===== src/rtl/counter_sweep_ctrl.sv =====
// counter_sweep_ctrl
// Sweep sequencer for the up/down/load counter. Accepts a command (start,
// end, pass count), loads the counter with start, then steps it toward the
// current target. It ping-pongs between the endpoints for the requested
// number of passes and pulses done at normal completion.
// Optional feature macro: CTR_PAUSE_EN adds a 'pause' input that freezes
// the sweep while in RUN.
module counter_sweep_ctrl #(
    parameter int WIDTH  = 4,
    parameter int PASS_W = 4
) (
    input  logic              clk,
    input  logic              rst,
    input  logic              cmd_valid,
    output logic              cmd_ready,
    input  logic [WIDTH-1:0]  cmd_start,
    input  logic [WIDTH-1:0]  cmd_end,
    input  logic [PASS_W-1:0] cmd_passes,
    input  logic              abort,
`ifdef CTR_PAUSE_EN
    input  logic              pause,
`endif
    input  logic [WIDTH-1:0]  ctr_value,
    output logic              ctr_load,
    output logic [WIDTH-1:0]  ctr_din,
    output logic              ctr_up_down,
    output logic              ctr_enable,
    output logic              busy,
    output logic              done,
    output logic [PASS_W-1:0] passes_left
);

    typedef enum logic [2:0] {
        S_IDLE,
        S_LOAD,
        S_RUN,
        S_TURN,
        S_DONE
    } state_t;

    state_t            state;
    logic [WIDTH-1:0]  start_q;
    logic [WIDTH-1:0]  end_q;
    logic              to_end_q;
    logic [WIDTH-1:0]  target;
    logic              at_target;
    logic              paused;

    // Current sweep target: odd passes head to end, even passes back to start
    always_comb begin
        target    = to_end_q ? end_q : start_q;
        at_target = (ctr_value == target);
    end

`ifdef CTR_PAUSE_EN
    // Pause only has an effect while sweeping
    always_comb begin
        paused = pause && (state == S_RUN);
    end
`else
    // Without the pause feature the sweep is never held
    always_comb begin
        paused = 1'b0;
    end
`endif

    // Combinational handshake and step enable; enable drops the same cycle the
    // counter reaches target so it never overshoots
    always_comb begin
        cmd_ready  = (state == S_IDLE);
        busy       = (state != S_IDLE);
        ctr_enable = (state == S_RUN) && !at_target && !paused;
    end

    // Sequencer state and all registered outputs
    always_ff @(posedge clk) begin
        if (rst) begin
            state       <= S_IDLE;
            ctr_load    <= 1'b0;
            ctr_din     <= '0;
            ctr_up_down <= 1'b1;
            done        <= 1'b0;
            passes_left <= '0;
            start_q     <= '0;
            end_q       <= '0;
            to_end_q    <= 1'b1;
        end else begin
            ctr_load <= 1'b0;
            done     <= 1'b0;
            if ((state != S_IDLE) && abort) begin
                state       <= S_IDLE;
                passes_left <= '0;
            end else begin
                case (state)
                    S_IDLE: begin
                        if (cmd_valid) begin
                            start_q     <= cmd_start;
                            end_q       <= cmd_end;
                            to_end_q    <= 1'b1;
                            ctr_din     <= cmd_start;
                            ctr_load    <= 1'b1;
                            ctr_up_down <= (cmd_end >= cmd_start);
                            passes_left <= (cmd_passes == '0) ? PASS_W'(1) : cmd_passes;
                            state       <= S_LOAD;
                        end
                    end
                    S_LOAD: begin
                        state <= S_RUN;
                    end
                    S_RUN: begin
                        if (!paused && at_target) begin
                            if (passes_left > PASS_W'(1)) begin
                                passes_left <= passes_left - PASS_W'(1);
                                to_end_q    <= !to_end_q;
                                ctr_up_down <= !ctr_up_down;
                                state       <= S_TURN;
                            end else begin
                                done  <= 1'b1;
                                state <= S_DONE;
                            end
                        end
                    end
                    S_TURN: begin
                        state <= S_RUN;
                    end
                    S_DONE: begin
                        passes_left <= '0;
                        state       <= S_IDLE;
                    end
                    default: begin
                        state <= S_IDLE;
                    end
                endcase
            end
        end
    end

endmodule

===== config.mk =====
export PLATFORM = sky130hd
export DESIGN_NAME = counter_sweep_ctrl
export DESIGN_NICKNAME = d
export VERILOG_FILES = /design/src/rtl/counter_sweep_ctrl.sv
export SDC_FILE = /design/constraint.sdc
export NUM_CORES = 1
export LEC_CHECK = 0
export BUFFER_PORTS_ARGS = -buffer_cell sky130_fd_sc_hd__buf_4
export CAP_MARGIN = 15
export CORE_MARGIN = 3
export CORE_UTILIZATION = 48
export DETAILED_ROUTE_END_ITERATION = 6
export PLACE_DENSITY = 0.78
export SLEW_MARGIN = 20
export SYNTH_ARGS = -nofsm -noshare
export SYNTH_HDL_FRONTEND = slang
export SYNTH_SLANG_ARGS = --single-unit

===== constraint.sdc =====
create_clock -name clk -period 3.6 [get_ports clk]
set_input_delay 0.72 -clock clk [delete_from_list [all_inputs] [get_ports clk]]
set_output_delay 0.72 -clock clk [all_outputs]
set_load 0.05 [all_outputs]

======== After elaboration in Yosys (flattened, before gate mapping) ========
Index checks and enable logic that the tools add are counted.
storage, ports and cells
  register bits after elaboration ......... 19
  input bits .............................. 20
  output and inout bits ................... 14
  word-level logic and storage cells ...... 61
operators by class
  add/sub/neg operators ................... 1
  order comparisons ....................... 2
  eq/ne operators ......................... 8
  mux-type cells .......................... 20
  bitwise logic cells ..................... 4
  reductions and logical operators ........ 18
operators by type and width
  kind                                                                   count
  4-bit 2-to-1 mux                                                       5
  4-bit one-hot mux with 3 select lines                                  1
  3-bit 2-to-1 mux                                                       3
  3-bit one-hot mux with 3 select lines                                  1
  1-bit 2-to-1 mux                                                       8
  3-bit by 2-bit equality test with 1-bit output, second input constant  2
  3-bit nonzero test                                                     2
  5-bit AND reduction                                                    1
  4-bit equality test                                                    1
  4-bit >= comparator                                                    1
  4-bit by 1-bit > comparator with 1-bit output, second input constant   1
  4-bit logical NOT                                                      1
  2-bit inequality test, second input constant                           2
  1-bit NOT                                                              4
  1-bit one-hot mux with 2 select lines                                  2
  4-bit AND reduction                                                    1
  2-bit OR reduction                                                     2
  4-bit OR reduction                                                     1
  4-bit by 1-bit subtractor with 4-bit output, second input constant     1
  3-bit by 1-bit equality test with 1-bit output, second input constant  1
  3-bit equality test, second input constant                             1
  1-bit logical NOT                                                      3
  3-bit logical NOT                                                      1
  3-bit AND reduction                                                    1
  other kinds (5)                                                        6

======== Longest topological paths before layout ========
  depth in word-level cells ............... 4
  mapped depth ............................ 9
  mapped depth without buffers ............ 7

======== Least setup slack after synthesis ========
Ideal clock, no wire load.
  path type ............................... flip-flop to output port
  from .................................... register start_q[1]
  to ...................................... output ctr_enable
  arrival time ............................ 1.966 ns
  required time ........................... 2.880 ns
  setup slack ............................. 0.914 ns
  cell stages (with the launch flop) ...... 6
  buffers on the path ..................... 1
  path through ............................ dfxtp_1 mux2i_1 xor2_1 and4_1 buf_4 nor2_1
on the way
  longest elaborated chain between the ends .. 4
RTL lines
  what                    RTL line  source
  from (decl)             42        logic [WIDTH-1:0] start_q;
  from (signal assigned)  97        start_q <= cmd_start;
  4-bit 2-to-1 mux        51        target = to_end_q ? end_q : start_q;
  4-bit equality test     52        at_target = (ctr_value == target);
  1-bit logical NOT       72        ctr_enable = (state == S_RUN) && !at_target && !paused;
  1-bit logical AND       72
  to (decl)               27        output logic ctr_enable,
Every way passes these cells.

======== Final worst setup path ========
  from .................................... register to_end_q
  to ...................................... output ctr_enable
on the way
  longest elaborated chain between the ends .. 4
RTL lines
  what                    RTL line  source
  from (decl)             44        logic to_end_q;
  from (signal assigned)  114       to_end_q <= !to_end_q;
  4-bit 2-to-1 mux        51
  4-bit equality test     52
  1-bit logical NOT       72
  1-bit logical AND       72
Every way passes these cells.

==> summary by stage <==
STA
At the pin with the least slew margin, the transition time is 0.652 ns. The worst relative slew slack is 0.565. The total negative slack is 0 ns. Based on the critical path, the design can be clocked at up to 384 MHz. The hold violation total from the final report was 0. The worst path in the final design needs a cycle of 2.60 ns, including I/O delays and setup. The number of slew-limit violations in the final report is 0.

The final worst-path cycle share is 0.723. Setup violations remaining at the end of the flow were counted as 0. The setup skew after layout is 0.00714 ns. Setup repair after global routing left no endpoint under its margin.

Yosys
In the post-synthesis netlist, the biggest area contributors are sky130_fd_sc_hd__dfxtp_1 (32%), sky130_fd_sc_hd__ha_1 (6.3%), sky130_fd_sc_hd__nand2_1 (6.3%). In this run the cell area of the synthesized design comes to 1190 µm². The biggest area contributor in the post-synthesis netlist is sky130_fd_sc_hd__dfxtp_1. Yosys printed 0 warnings. The most used flip-flop cell after synthesis is sky130_fd_sc_hd__dfxtp_1.

Dividing the synthesized area by the synthesized cell count gives 8.29 µm². The sequential share of the synthesized area is 0.321. For this run, asynchronously set or reset flops after synthesis account for 0. Of the post-synthesis cell area, the dominant cell type holds 0.321.

The gate count of the mapped netlist is 143. The unique cell type count in the Yosys netlist is 44. The net count of the mapped netlist is 169. The number of enable flip-flop cells after synthesis is 0.

Synthesis inferred 19 register bits.

Floorplan
The floorplan step defined a die boundary enclosing 3100 µm². The height of the die is 55.7 µm. The count of standard-cell rows is 17. 34 I/O pins were placed. The total area inside the core boundary comes to 2280 µm².

The die is 55.7 µm wide. The starting utilization of the core area is 0.521.

Clock tree
The clock insertion delay at the later pin of the skew report is 0.30 ns. The number of buffers inserted by post-CTS setup repair is 0. The TritonCTS buffer count is 3. The maximum clock path buffer count is 2. The clock net in this run drives a total of 19 sinks. TritonCTS built the clock tree. The post-cts sizing count is 0. Clock-pin slew was measured on the worst setup and hold paths at 0.12 ns. CTS built an H-tree with a depth of 1. Buffers inserted to repair hold after CTS numbered 0. The cell chosen for the clock root is sky130_fd_sc_hd__clkbuf_4.

Critical path
The worst path required time is 2.88 ns. The worst setup path is captured at an output port. For the worst setup path, the data arrival time is 1.88 ns. Of all nets on the critical path, the largest fanout is 6.

The worst setup path is launched from a register. The setup path with the least slack is of type reg2out.

Layout
The repair_antennas step left the layout with diodes totalling 0. The net count of the finished layout is 199. Counting the fill cells in the layout gives 218. The area growth from synthesis to layout is 20.4%.

The register cell area after layout is 380 µm². The area used by multi-input combinational logic is 698 µm². After routing the design area is 1430 µm².

The share of final-layout standard cells stronger than drive strength 1 is 0.256. The final instance count without filler cells is 200.

Routing
Detailed routing inserted a total of 1,155 vias. The total iterations of the first detailed-routing run is 4. For this run, design rule violations remaining after detail routing come to 0. In the routed layout, each cell is associated on average with a via count of 5.78. Once detail routing completed, the nets flagged for antenna violations numbered 0. The detailed-route wire length per cell is 14.2 µm. In this run, the number of DRC markers left after iteration 0 of detailed routing was 33. The routed wire length is 2840 µm.

Hold path
In this run the worst hold path is classified as reg2reg.

Pwr
Summing internal, switching and leakage power gives 0.664 mW. The static leakage is 0.639 nW. For this design the ratio of total power to cell area is 465 nW/µm². The maximum vdd drop is 0.273 mV.

Placed design
The half-perimeter wire length after detailed placement is 2200 µm. The count of buffers added on input and output ports is 33. After detailed placement, the total cell area comes to 1400 µm². The placer congestion estimate is 0.895. The count of placed standard cells including taps is 196.

Flow run
The total of max-cap violations is 0.

Global route
The via count of the first global-routing pass is 1,108. The largest net degree at the start of global routing is 17. The number of antenna violations at the first check in global routing is 0. The total overflow left after global routing is 0.

The global-route wire length before repair is 4800 µm. For this run, the total global-route usage over all layers was measured as 0.189.

Run status
The run finished with clean final reports.
[final cells by class]
type                            instances  area share
Multi-Input combinational cell        107       0.489
Tap cell                               28      0.0245
Sequential cell                        19       0.266
Clock inverter                          1     0.00351
Inverter                                9      0.0272
Clock buffer                            3      0.0158
Timing Repair Buffer                   33       0.174
[report_power, final]
part           internal [mW]  total, mW  switching [mW]
Sequential             0.232      0.258          0.0258
Combinational          0.111      0.297           0.187
Clock                 0.0413      0.109          0.0675
Total                  0.384      0.664           0.280
[state kept, by name, summed over array words and instances, names as in the netlist]
name         flops
end_q            4
state            3
ctr_load         1
start_q          4
ctr_up_down      1
to_end_q         1
passes_left      4
done             1
[through the flow]
stage / hold WS (ns) / setup slack (ns) / utilization
5_1_grt: 0.494 / 0.882 / 0.627
2_1_floorplan: 0.436 / 0.914 / -
3_5_place_dp: 0.450 / 1.24 / 0.615
4_1_cts: 0.467 / 0.981 / 0.627
3_3_place_gp: 0.446 / 1.25 / 0.615
6_report: 0.463 / 0.996 / 0.627
[cells by family (layout without fill, tap and decap cells)]
group	Yosys count	in the layout	share of synthesized area
xor+xnor	6	6	0.0443
mux	5	5	0.0422
simple gates	50	50	0.203
flops	19	19	0.321
fa+ha+maj	6	6	0.0633
compound gates	40	40	0.236
buf+inv	17	46	0.0907
[critical path: stages (launching register included)]
cell	delay, ns
sky130_fd_sc_hd__dfxtp_1	0.51
sky130_fd_sc_hd__mux2i_1	0.26
sky130_fd_sc_hd__xor2_1	0.20
sky130_fd_sc_hd__and4_1	0.34
sky130_fd_sc_hd__nor2_1	0.09
sky130_fd_sc_hd__buf_4	0.19
[per-layer routing]
metal  vias up  routed length, µm  track usage
li1        575                  -            -
met1       537               1170        0.216
met2        39               1510        0.345
met3         4                147       0.0394
met4         0                 14       0.0660
met5         -                  0            0
[cells in the mapped netlist, drive strengths merged (2+ instances only)]
| cell type | instances |
|---|---|
| o22ai | 4 |
| ha | 6 |
| o21ai | 5 |
| nor3 | 7 |
| xor2 | 6 |
| mux2i | 5 |
| or3 | 4 |
| nand2 | 20 |
| buf | 7 |
| a22oi | 2 |
| and2 | 2 |
| a22o | 2 |
| inv | 9 |
| nor2 | 9 |
| dfxtp | 19 |
| o2bb2ai | 3 |
| a21oi | 13 |
| nor3b | 2 |
[final timing paths]
check                                    to  slack, ns  cells past startpoint     start
worst max-delay path             ctr_enable        1.0                      5  to_end_q
worst min-delay path               end_q[1]       0.46                      2  end_q[1]
worst max register to register  ctr_up_down       1.69                      6  state[2]
worst min register to register     end_q[1]       0.46                      2  end_q[1]
[cells in the final DEF (no fill, tap or decap), types with 2 or more instances in the layout]
cell type and instances:
sky130_fd_sc_hd__inv_1 8, sky130_fd_sc_hd__mux2i_1 5, sky130_fd_sc_hd__nor3_1 7, sky130_fd_sc_hd__buf_4 33, sky130_fd_sc_hd__nand2_1 20, sky130_fd_sc_hd__ha_1 6, sky130_fd_sc_hd__dfxtp_1 19, sky130_fd_sc_hd__nor2_1 8
sky130_fd_sc_hd__a22oi_1 2, sky130_fd_sc_hd__a22o_1 2, sky130_fd_sc_hd__o21ai_0 3, sky130_fd_sc_hd__a21oi_2 2, sky130_fd_sc_hd__xor2_1 6, sky130_fd_sc_hd__o2bb2ai_1 3, sky130_fd_sc_hd__clkbuf_4 3, sky130_fd_sc_hd__or3_1 4
sky130_fd_sc_hd__o22ai_1 4, sky130_fd_sc_hd__a21oi_1 11, sky130_fd_sc_hd__nor3b_1 2
Note: power is estimated with default switching activity, not from simulation.
